<file path="src/rtl/butterfly_unit_pipe.sv">
// -----------------------------------------------------------------------------
// butterfly_unit_pipe
//
// Pipelined radix-2 DIT butterfly for the variable-length burst FFT:
//   o_do_1 = x1 + w*x2,  o_do_2 = x1 - w*x2   (complex, {real, imag} packing)
// Three register stages (conjugate/capture, multiply, add/scale), a single
// global enable so the whole pipe freezes under back-pressure, per-beat
// scale/inverse modes, and a sticky overflow flag.
//
// Ports:
//   i_clk, i_rst        rising-edge clock, synchronous active-high reset
//   i_valid / o_ready   input handshake (beat accepted when both high)
//   i_di_1, i_di_2      x1, x2: signed {real[2*DW-1:DW], imag[DW-1:0]}
//   i_w                 twiddle: signed Q0.(TW-1) {real, imag}
//   i_scale             1: halve with convergent rounding, 0: saturate
//   i_inv               1: use conj(w) (inverse transform)
//   o_valid / i_ready   output handshake (beat delivered when both high)
//   o_do_1, o_do_2      butterfly results, same packing as inputs
//   o_ovf, i_ovf_clr    sticky saturation flag and its clear
// -----------------------------------------------------------------------------
module butterfly_unit_pipe #(
    parameter int DW = 16,
    parameter int TW = 16
) (
    input  logic            i_clk,
    input  logic            i_rst,
    input  logic            i_valid,
    output logic            o_ready,
    input  logic [2*DW-1:0] i_di_1,
    input  logic [2*DW-1:0] i_di_2,
    input  logic [2*TW-1:0] i_w,
    input  logic            i_scale,
    input  logic            i_inv,
    output logic            o_valid,
    input  logic            i_ready,
    output logic [2*DW-1:0] o_do_1,
    output logic [2*DW-1:0] o_do_2,
    output logic            o_ovf,
    input  logic            i_ovf_clr
);

    // Width that holds a sum of two DW x TW products without wrapping.
    localparam int PW = DW + TW + 1;

    // Saturation bounds of a DW-bit signed value, sign-extended to PW bits.
    localparam logic signed [PW-1:0] MAXV = {{(PW-DW+1){1'b0}}, {(DW-1){1'b1}}};
    localparam logic signed [PW-1:0] MINV = {{(PW-DW+1){1'b1}}, {(DW-1){1'b0}}};
    // Half an LSB of the Q0.(TW-1) product scaling: 2^(TW-2).
    localparam logic signed [PW-1:0] RND  = {{(PW-TW+1){1'b0}}, 1'b1, {(TW-2){1'b0}}};

    // Clamp to DW bits; result is {saturated_flag, value}.
    function automatic logic [DW:0] sat_dw(input logic signed [PW-1:0] v);
        if (v > MAXV) begin
            sat_dw = {1'b1, MAXV[DW-1:0]};
        end else if (v < MINV) begin
            sat_dw = {1'b1, MINV[DW-1:0]};
        end else begin
            sat_dw = {1'b0, v[DW-1:0]};
        end
    endfunction

    // Final stage per component: halve with round-half-to-even (never
    // overflows), or saturate the DW+1 bit sum. Result is {flag, value}.
    function automatic logic [DW:0] finish_sum(input logic signed [DW:0] s,
                                               input logic scale);
        logic [DW-1:0] half;
        half = s[DW:1] + {{(DW-1){1'b0}}, s[0] & s[1]};
        if (scale) begin
            finish_sum = {1'b0, half};
        end else begin
            finish_sum = sat_dw({{(PW-DW-1){s[DW]}}, s});
        end
    endfunction

    // Global enable: advance whenever the output register is free or draining.
    logic en;
    assign en      = i_ready | ~o_valid;
    assign o_ready = en;

    // ---------------------------------------------------------------- stage 1
    logic signed [TW-1:0] w_re_in, w_im_in, w_im_conj;
    logic [2*TW-1:0]      w_1_d;

    assign w_re_in = i_w[2*TW-1:TW];
    assign w_im_in = i_w[TW-1:0];

    // NOTE: every combinational output gets its default first, so no path
    // leaves it unassigned and no latch is inferred.
    always_comb begin
        w_im_conj = w_im_in;
        if (i_inv) begin
            // -(-1.0) is not representable; clamp to the largest positive.
            if (w_im_in == {1'b1, {(TW-1){1'b0}}}) begin
                w_im_conj = {1'b0, {(TW-1){1'b1}}};
            end else begin
                w_im_conj = -w_im_in;
            end
        end
    end

    assign w_1_d = {w_re_in, w_im_conj};

    logic            v1_q, scale_1_q;
    logic [2*DW-1:0] x1_1_q, x2_1_q;
    logic [2*TW-1:0] w_1_q;

    // ---------------------------------------------------------------- stage 2
    logic signed [PW-1:0] ar, ai, wr, wi, p_re, p_im, m_re_full, m_im_full;
    logic [DW:0]          sat_re, sat_im;
    logic [2*DW-1:0]      m_2_d;
    logic                 msat_2_d;

    assign ar = {{(PW-DW){x2_1_q[2*DW-1]}}, x2_1_q[2*DW-1:DW]};
    assign ai = {{(PW-DW){x2_1_q[DW-1]}},   x2_1_q[DW-1:0]};
    assign wr = {{(PW-TW){w_1_q[2*TW-1]}},  w_1_q[2*TW-1:TW]};
    assign wi = {{(PW-TW){w_1_q[TW-1]}},    w_1_q[TW-1:0]};

    assign p_re = ar * wr - ai * wi;
    assign p_im = ar * wi + ai * wr;

    // Round half-up, then drop the TW-1 fractional bits of the twiddle.
    assign m_re_full = (p_re + RND) >>> (TW - 1);
    assign m_im_full = (p_im + RND) >>> (TW - 1);

    assign sat_re   = sat_dw(m_re_full);
    assign sat_im   = sat_dw(m_im_full);
    assign m_2_d    = {sat_re[DW-1:0], sat_im[DW-1:0]};
    assign msat_2_d = sat_re[DW] | sat_im[DW];

    logic            v2_q, scale_2_q, msat_2_q;
    logic [2*DW-1:0] x1_2_q, m_2_q;

    // ---------------------------------------------------------------- stage 3
    logic signed [DW-1:0] x1r, x1i, mr, mi;
    logic signed [DW:0]   s1_re, s1_im, s2_re, s2_im;
    logic [DW:0]          f1_re, f1_im, f2_re, f2_im;
    logic [2*DW-1:0]      do1_d, do2_d;
    logic                 add_sat;

    assign x1r = x1_2_q[2*DW-1:DW];
    assign x1i = x1_2_q[DW-1:0];
    assign mr  = m_2_q[2*DW-1:DW];
    assign mi  = m_2_q[DW-1:0];

    assign s1_re = {x1r[DW-1], x1r} + {mr[DW-1], mr};
    assign s1_im = {x1i[DW-1], x1i} + {mi[DW-1], mi};
    assign s2_re = {x1r[DW-1], x1r} - {mr[DW-1], mr};
    assign s2_im = {x1i[DW-1], x1i} - {mi[DW-1], mi};

    assign f1_re = finish_sum(s1_re, scale_2_q);
    assign f1_im = finish_sum(s1_im, scale_2_q);
    assign f2_re = finish_sum(s2_re, scale_2_q);
    assign f2_im = finish_sum(s2_im, scale_2_q);

    assign do1_d   = {f1_re[DW-1:0], f1_im[DW-1:0]};
    assign do2_d   = {f2_re[DW-1:0], f2_im[DW-1:0]};
    assign add_sat = f1_re[DW] | f1_im[DW] | f2_re[DW] | f2_im[DW];

    logic            v3_q;
    logic [2*DW-1:0] do1_q, do2_q;

    // ------------------------------------------------------ pipeline registers
    // NOTE: state is updated with non-blocking assignments so each stage
    // captures the previous stage's value from before the edge.
    always_ff @(posedge i_clk) begin
        if (i_rst) begin
            v1_q      <= 1'b0;
            scale_1_q <= 1'b0;
            x1_1_q    <= '0;
            x2_1_q    <= '0;
            w_1_q     <= '0;
            v2_q      <= 1'b0;
            scale_2_q <= 1'b0;
            msat_2_q  <= 1'b0;
            x1_2_q    <= '0;
            m_2_q     <= '0;
            v3_q      <= 1'b0;
            do1_q     <= '0;
            do2_q     <= '0;
        end else if (en) begin
            v1_q      <= i_valid;
            scale_1_q <= i_scale;
            x1_1_q    <= i_di_1;
            x2_1_q    <= i_di_2;
            w_1_q     <= w_1_d;
            v2_q      <= v1_q;
            scale_2_q <= scale_1_q;
            msat_2_q  <= msat_2_d;
            x1_2_q    <= x1_1_q;
            m_2_q     <= m_2_d;
            v3_q      <= v2_q;
            do1_q     <= do1_d;
            do2_q     <= do2_d;
        end
    end

    // ------------------------------------------------------- sticky overflow
    logic ovf_q, ovf_d;

    // Setting on a beat entering the output register beats a same-cycle clear.
    always_comb begin
        ovf_d = ovf_q;
        if (en & v2_q & (msat_2_q | add_sat)) begin
            ovf_d = 1'b1;
        end else if (i_ovf_clr) begin
            ovf_d = 1'b0;
        end
    end

    always_ff @(posedge i_clk) begin
        if (i_rst) begin
            ovf_q <= 1'b0;
        end else begin
            ovf_q <= ovf_d;
        end
    end

    assign o_valid = v3_q;
    assign o_do_1  = do1_q;
    assign o_do_2  = do2_q;
    assign o_ovf   = ovf_q;

endmodule

</file>
<file path="config.mk">
export PLATFORM = sky130hd
export DESIGN_NAME = butterfly_unit_pipe
export DESIGN_NICKNAME = d
export VERILOG_FILES = /design/src/rtl/butterfly_unit_pipe.sv
export SDC_FILE = /design/constraint.sdc
export NUM_CORES = 2
export LEC_CHECK = 0
export BUFFER_PORTS_ARGS = -buffer_cell sky130_fd_sc_hd__clkbuf_2
export CAP_MARGIN = 20
export CORE_UTILIZATION = 50
export CTS_BUF_LIST = sky130_fd_sc_hd__clkbuf_4 sky130_fd_sc_hd__clkbuf_8 sky130_fd_sc_hd__clkbuf_16
export DETAILED_ROUTE_END_ITERATION = 12
export GPL_TIMING_DRIVEN = 0
export PLACE_DENSITY = 0.66
export SETUP_SLACK_MARGIN = 0.2
export SLEW_MARGIN = 20
export SYNTH_ARGS = -nofsm -noshare
export SYNTH_HDL_FRONTEND = slang
export SYNTH_SLANG_ARGS = --single-unit
</file>
<file path="constraint.sdc">
create_clock -name i_clk -period 10.6 [get_ports i_clk]
set_input_delay 0.53 -clock i_clk [delete_from_list [all_inputs] [get_ports i_clk]]
set_output_delay 0.53 -clock i_clk [all_outputs]
set_load 0.05 [all_outputs]
</file>
==> qor.txt <==
Startpoint Class: flop
Netlist Area Pre-Place: 53800 um2
CTS resizes: 6
arrival time worst endpoint: 10.80 ns
Worst path max stage delay: 1.02 ns
cell count after synthesis: 6089
Max Fclk: 0.0973 GHz
Top cell by count, worst path: fa_1
DRT iter0 DRCs: 4239
CP top delay family: adder cells
Synth cell types: 93
fin crit share: 0.970
share of cells above drive strength 1: 0.0504
total track usage: 0.382
EDFF count, synth: 0
Post-route DRC: 0
Worst path depth: 25
Core Footprint: 106000 um2
Horiz. Die Dim: 330 um
post-DR vias/cell: 5.67
Root Driver: clkbuf_16
Top Usage Layer GRT: met2
syn_nets: 7737
crit path buf inv count: 6
ANT nets after route: 0
CTS tree: built
port bufs: 169
largest net degree at the start of global routing: 16
r2r setup slk: 0.32 ns
Slowest-stage cell, CP: clkbuf_1
Final #Nets: 7947
Yosys reg bits: 231
chip height: 330 um
CTS clk-pin slew, worst paths: 0.07 ns
CP Max Fanout: 10
drt wl/cell: 26.1 um
total number of vias: 43.9k
Slew Limit Fails: 0
I/O pins: 170
initial core utilization: 0.507
Slew HR: 0.119
cts bufs inserted: 34
RR Endpoint: m_2_q[16]$_SDFFE_PP0N_
Die Footprint: 109000 um2
Worst Hold Class: in -> reg
Worst Setup SP: w_1_q[8]$_SDFFE_PP0N_
# setup viols final: 0
max-cap viol count: 0
detailed-placement wirelength estimate: 165000 um
RSZ-0062 raised after global routing: no
area delta synth->final: 7.34%
crit end category: flop
Max Root-Sink Buffers: 3
Routed WL: 202000 um
initial antenna violation count: 11
DR pass1 iterations: 6
worst r2r path cells: 25
GR Util met2: 0.580
actual slew at the worst max-slew pin: 1.32 ns
Crit path required time: 11.11 ns
Post-CTS Setup Repair Bufs: 0
# clock sinks: 231
min Tclk post-route: 10.28 ns
worst setup path end: m_2_q[16]$_SDFFE_PP0N_
Yosys warnings: 0
site row count: 119
Worst Setup Path Type: reg -> reg
status: finished clean
clock latency on the worst-skew pair: 0.65 ns
met3 Usage GRT: 0.102
Seq/Total Area, Yosys: 0.0860
Hold-fix buffers, CTS: 0
Placer Congestion: 1.08
R2R Path Start: w_1_q[8]$_SDFFE_PP0N_
asr flop ratio synth: 0
final hold slack: 0.107 ns
dominant synthesized flop cell: dfxtp_1
first-pass GRT wire length: 296000 um
clock skew: 0.0812 ns
H-tree levels: 2
Final Hold Viols: 0
M1 GR Usage: 0.490
vias in the first global route: 44.7k
average size of a mapped cell: 8.83 um2
GRT overflow: 0
[final cells by class]
| cell class | instances | area [um2] |
|---|---|---|
| sequential | 231 | 4630 |
| clock inverter | 19 | 239 |
| inverter | 1376 | 5170 |
| clock buffer | 43 | 956 |
| fill | 10100 | 48300 |
| antenna | 13 | 32.5 |
| buffer | 305 | 1200 |
| timing repair buffer | 174 | 903 |
| tap | 1391 | 1740 |
| multi-input combinational | 4177 | 42900 |
[worst reg2reg max path: cells and delay by family (launching register included)]
family                     cells  cell delay (ns)
xor gates and xnor gates       1             0.61
adders and majority gates      9             4.36
AOI/OAI and AO/OA              7             2.64
and+or+nand+nor                2             0.44
DFF                            1             0.65
buffers and inverters          6             1.52
[flip-flops by register name, indices dropped and copies added, names as in the netlist]
signal	cells
m_2_q	32
o_do_1	32
o_do_2	32
w_1_q	32
x1_1_q	32
x1_2_q	32
x2_1_q	32
msat_2_q	1
o_ovf	1
o_valid	1
scale_1_q	1
scale_2_q	1
v1_q	1
v2_q	1
[kinds of logic after synthesis]
kind of cell	Yosys count	share of synthesized area
flip-flops	231	0.0860
XOR/XNOR	150	0.0244
AND/OR/NAND/NOR	1809	0.164
buffers and inverters	1681	0.118
AO/OA/AOI/OAI	657	0.0813
multiplexers	9	0.00193
adder cells (fa/ha/maj)	1552	0.525
[cells in the final DEF, fill, tap and decap left out, drive strengths merged, types with 14 or more instances in the layout]
master,n
nand3,49
nand2,808
a31oi,18
ha,368
a21oi,233
o21bai,14
nor3,57
o21a,19
nor2,169
o21ai,102
buf,20
xnor2,105
inv,1377
a21o,26
o211ai,25
clkbuf,500
xor2,45
a221oi,30
a311oi,14
nor2b,43
and2,531
nand4,19
a211oi,51
nor4,15
dfxtp,231
or3,18
nand2b,47
fa,1177
[per-layer routing]
metal,up-vias,routed length (um)
met1,22200,77100
met5,-,61
li1,18800,-
met4,10,15200
met3,560,21000
met2,2331,88400
[cells in the mapped netlist, drive strengths merged, types with 11 or more instances]
| library cell | n | area, um2 |
|---|---|---|
| a211oi | 51 | 388 |
| or3 | 18 | 113 |
| nand2 | 808 | 3030 |
| xor2 | 45 | 394 |
| fa | 1177 | 23600 |
| inv | 1375 | 5160 |
| nand4 | 19 | 119 |
| a311oi | 14 | 129 |
| o21a | 19 | 143 |
| nor3 | 57 | 290 |
| o211ai | 25 | 188 |
| nor2 | 169 | 634 |
| nor2b | 43 | 269 |
| buf | 15 | 70.1 |
| a21oi | 233 | 1170 |
| o21ai | 102 | 518 |
| a21o | 26 | 195 |
| o21bai | 14 | 109 |
| or2 | 12 | 75.1 |
| and2 | 531 | 3320 |
| o31ai | 13 | 111 |
| nand3 | 49 | 250 |
| dfxtp | 231 | 4620 |
| clkbuf | 290 | 1090 |
| a31oi | 18 | 113 |
| nor4 | 15 | 93.8 |
| ha | 368 | 4600 |
| a211o | 11 | 96.3 |
| nand2b | 47 | 294 |
| xnor2 | 105 | 920 |
| a221oi | 30 | 269 |
[worst min-delay path by stage]
stage,startpoint,endpoint,slack [ns],cells after the start
2_1_floorplan,scale_1_q$_SDFFE_PP0N_,scale_1_q$_SDFFE_PP0N_,0.43,2
3_3_place_gp,o_do_1[27]$_SDFFE_PP0N_,o_do_1[27]$_SDFFE_PP0N_,0.44,2
3_5_place_dp,x1_1_q[21]$_SDFFE_PP0N_,x1_1_q[21]$_SDFFE_PP0N_,0.44,2
4_1_cts,i_w[24],w_1_q[24]$_SDFFE_PP0N_,0.1,3
5_1_grt,i_w[28],w_1_q[28]$_SDFFE_PP0N_,0.13,3
6_report,i_w[24],w_1_q[24]$_SDFFE_PP0N_,0.11,3
[stage by stage]
step | worst slack (ns) | area, um2 | setup TNS [ns] | utilization | cells
after global placement | -0.157 | 56400 | -1.49 | 0.532 | 7649
after detailed placement | -0.272 | 56400 | -2.85 | 0.532 | 7652
after global routing | 0.222 | 57700 | 0 | 0.544 | 7718
after floorplan | 2.52 | 53800 | 0 | - | 6089
final | 0.318 | 57700 | 0 | 0.545 | 7729
after CTS | 0.180 | 57600 | 0 | 0.544 | 7714
Power is not shown: default switching activity piles up to over one toggle a cycle in this logic, so the estimate is an artifact.
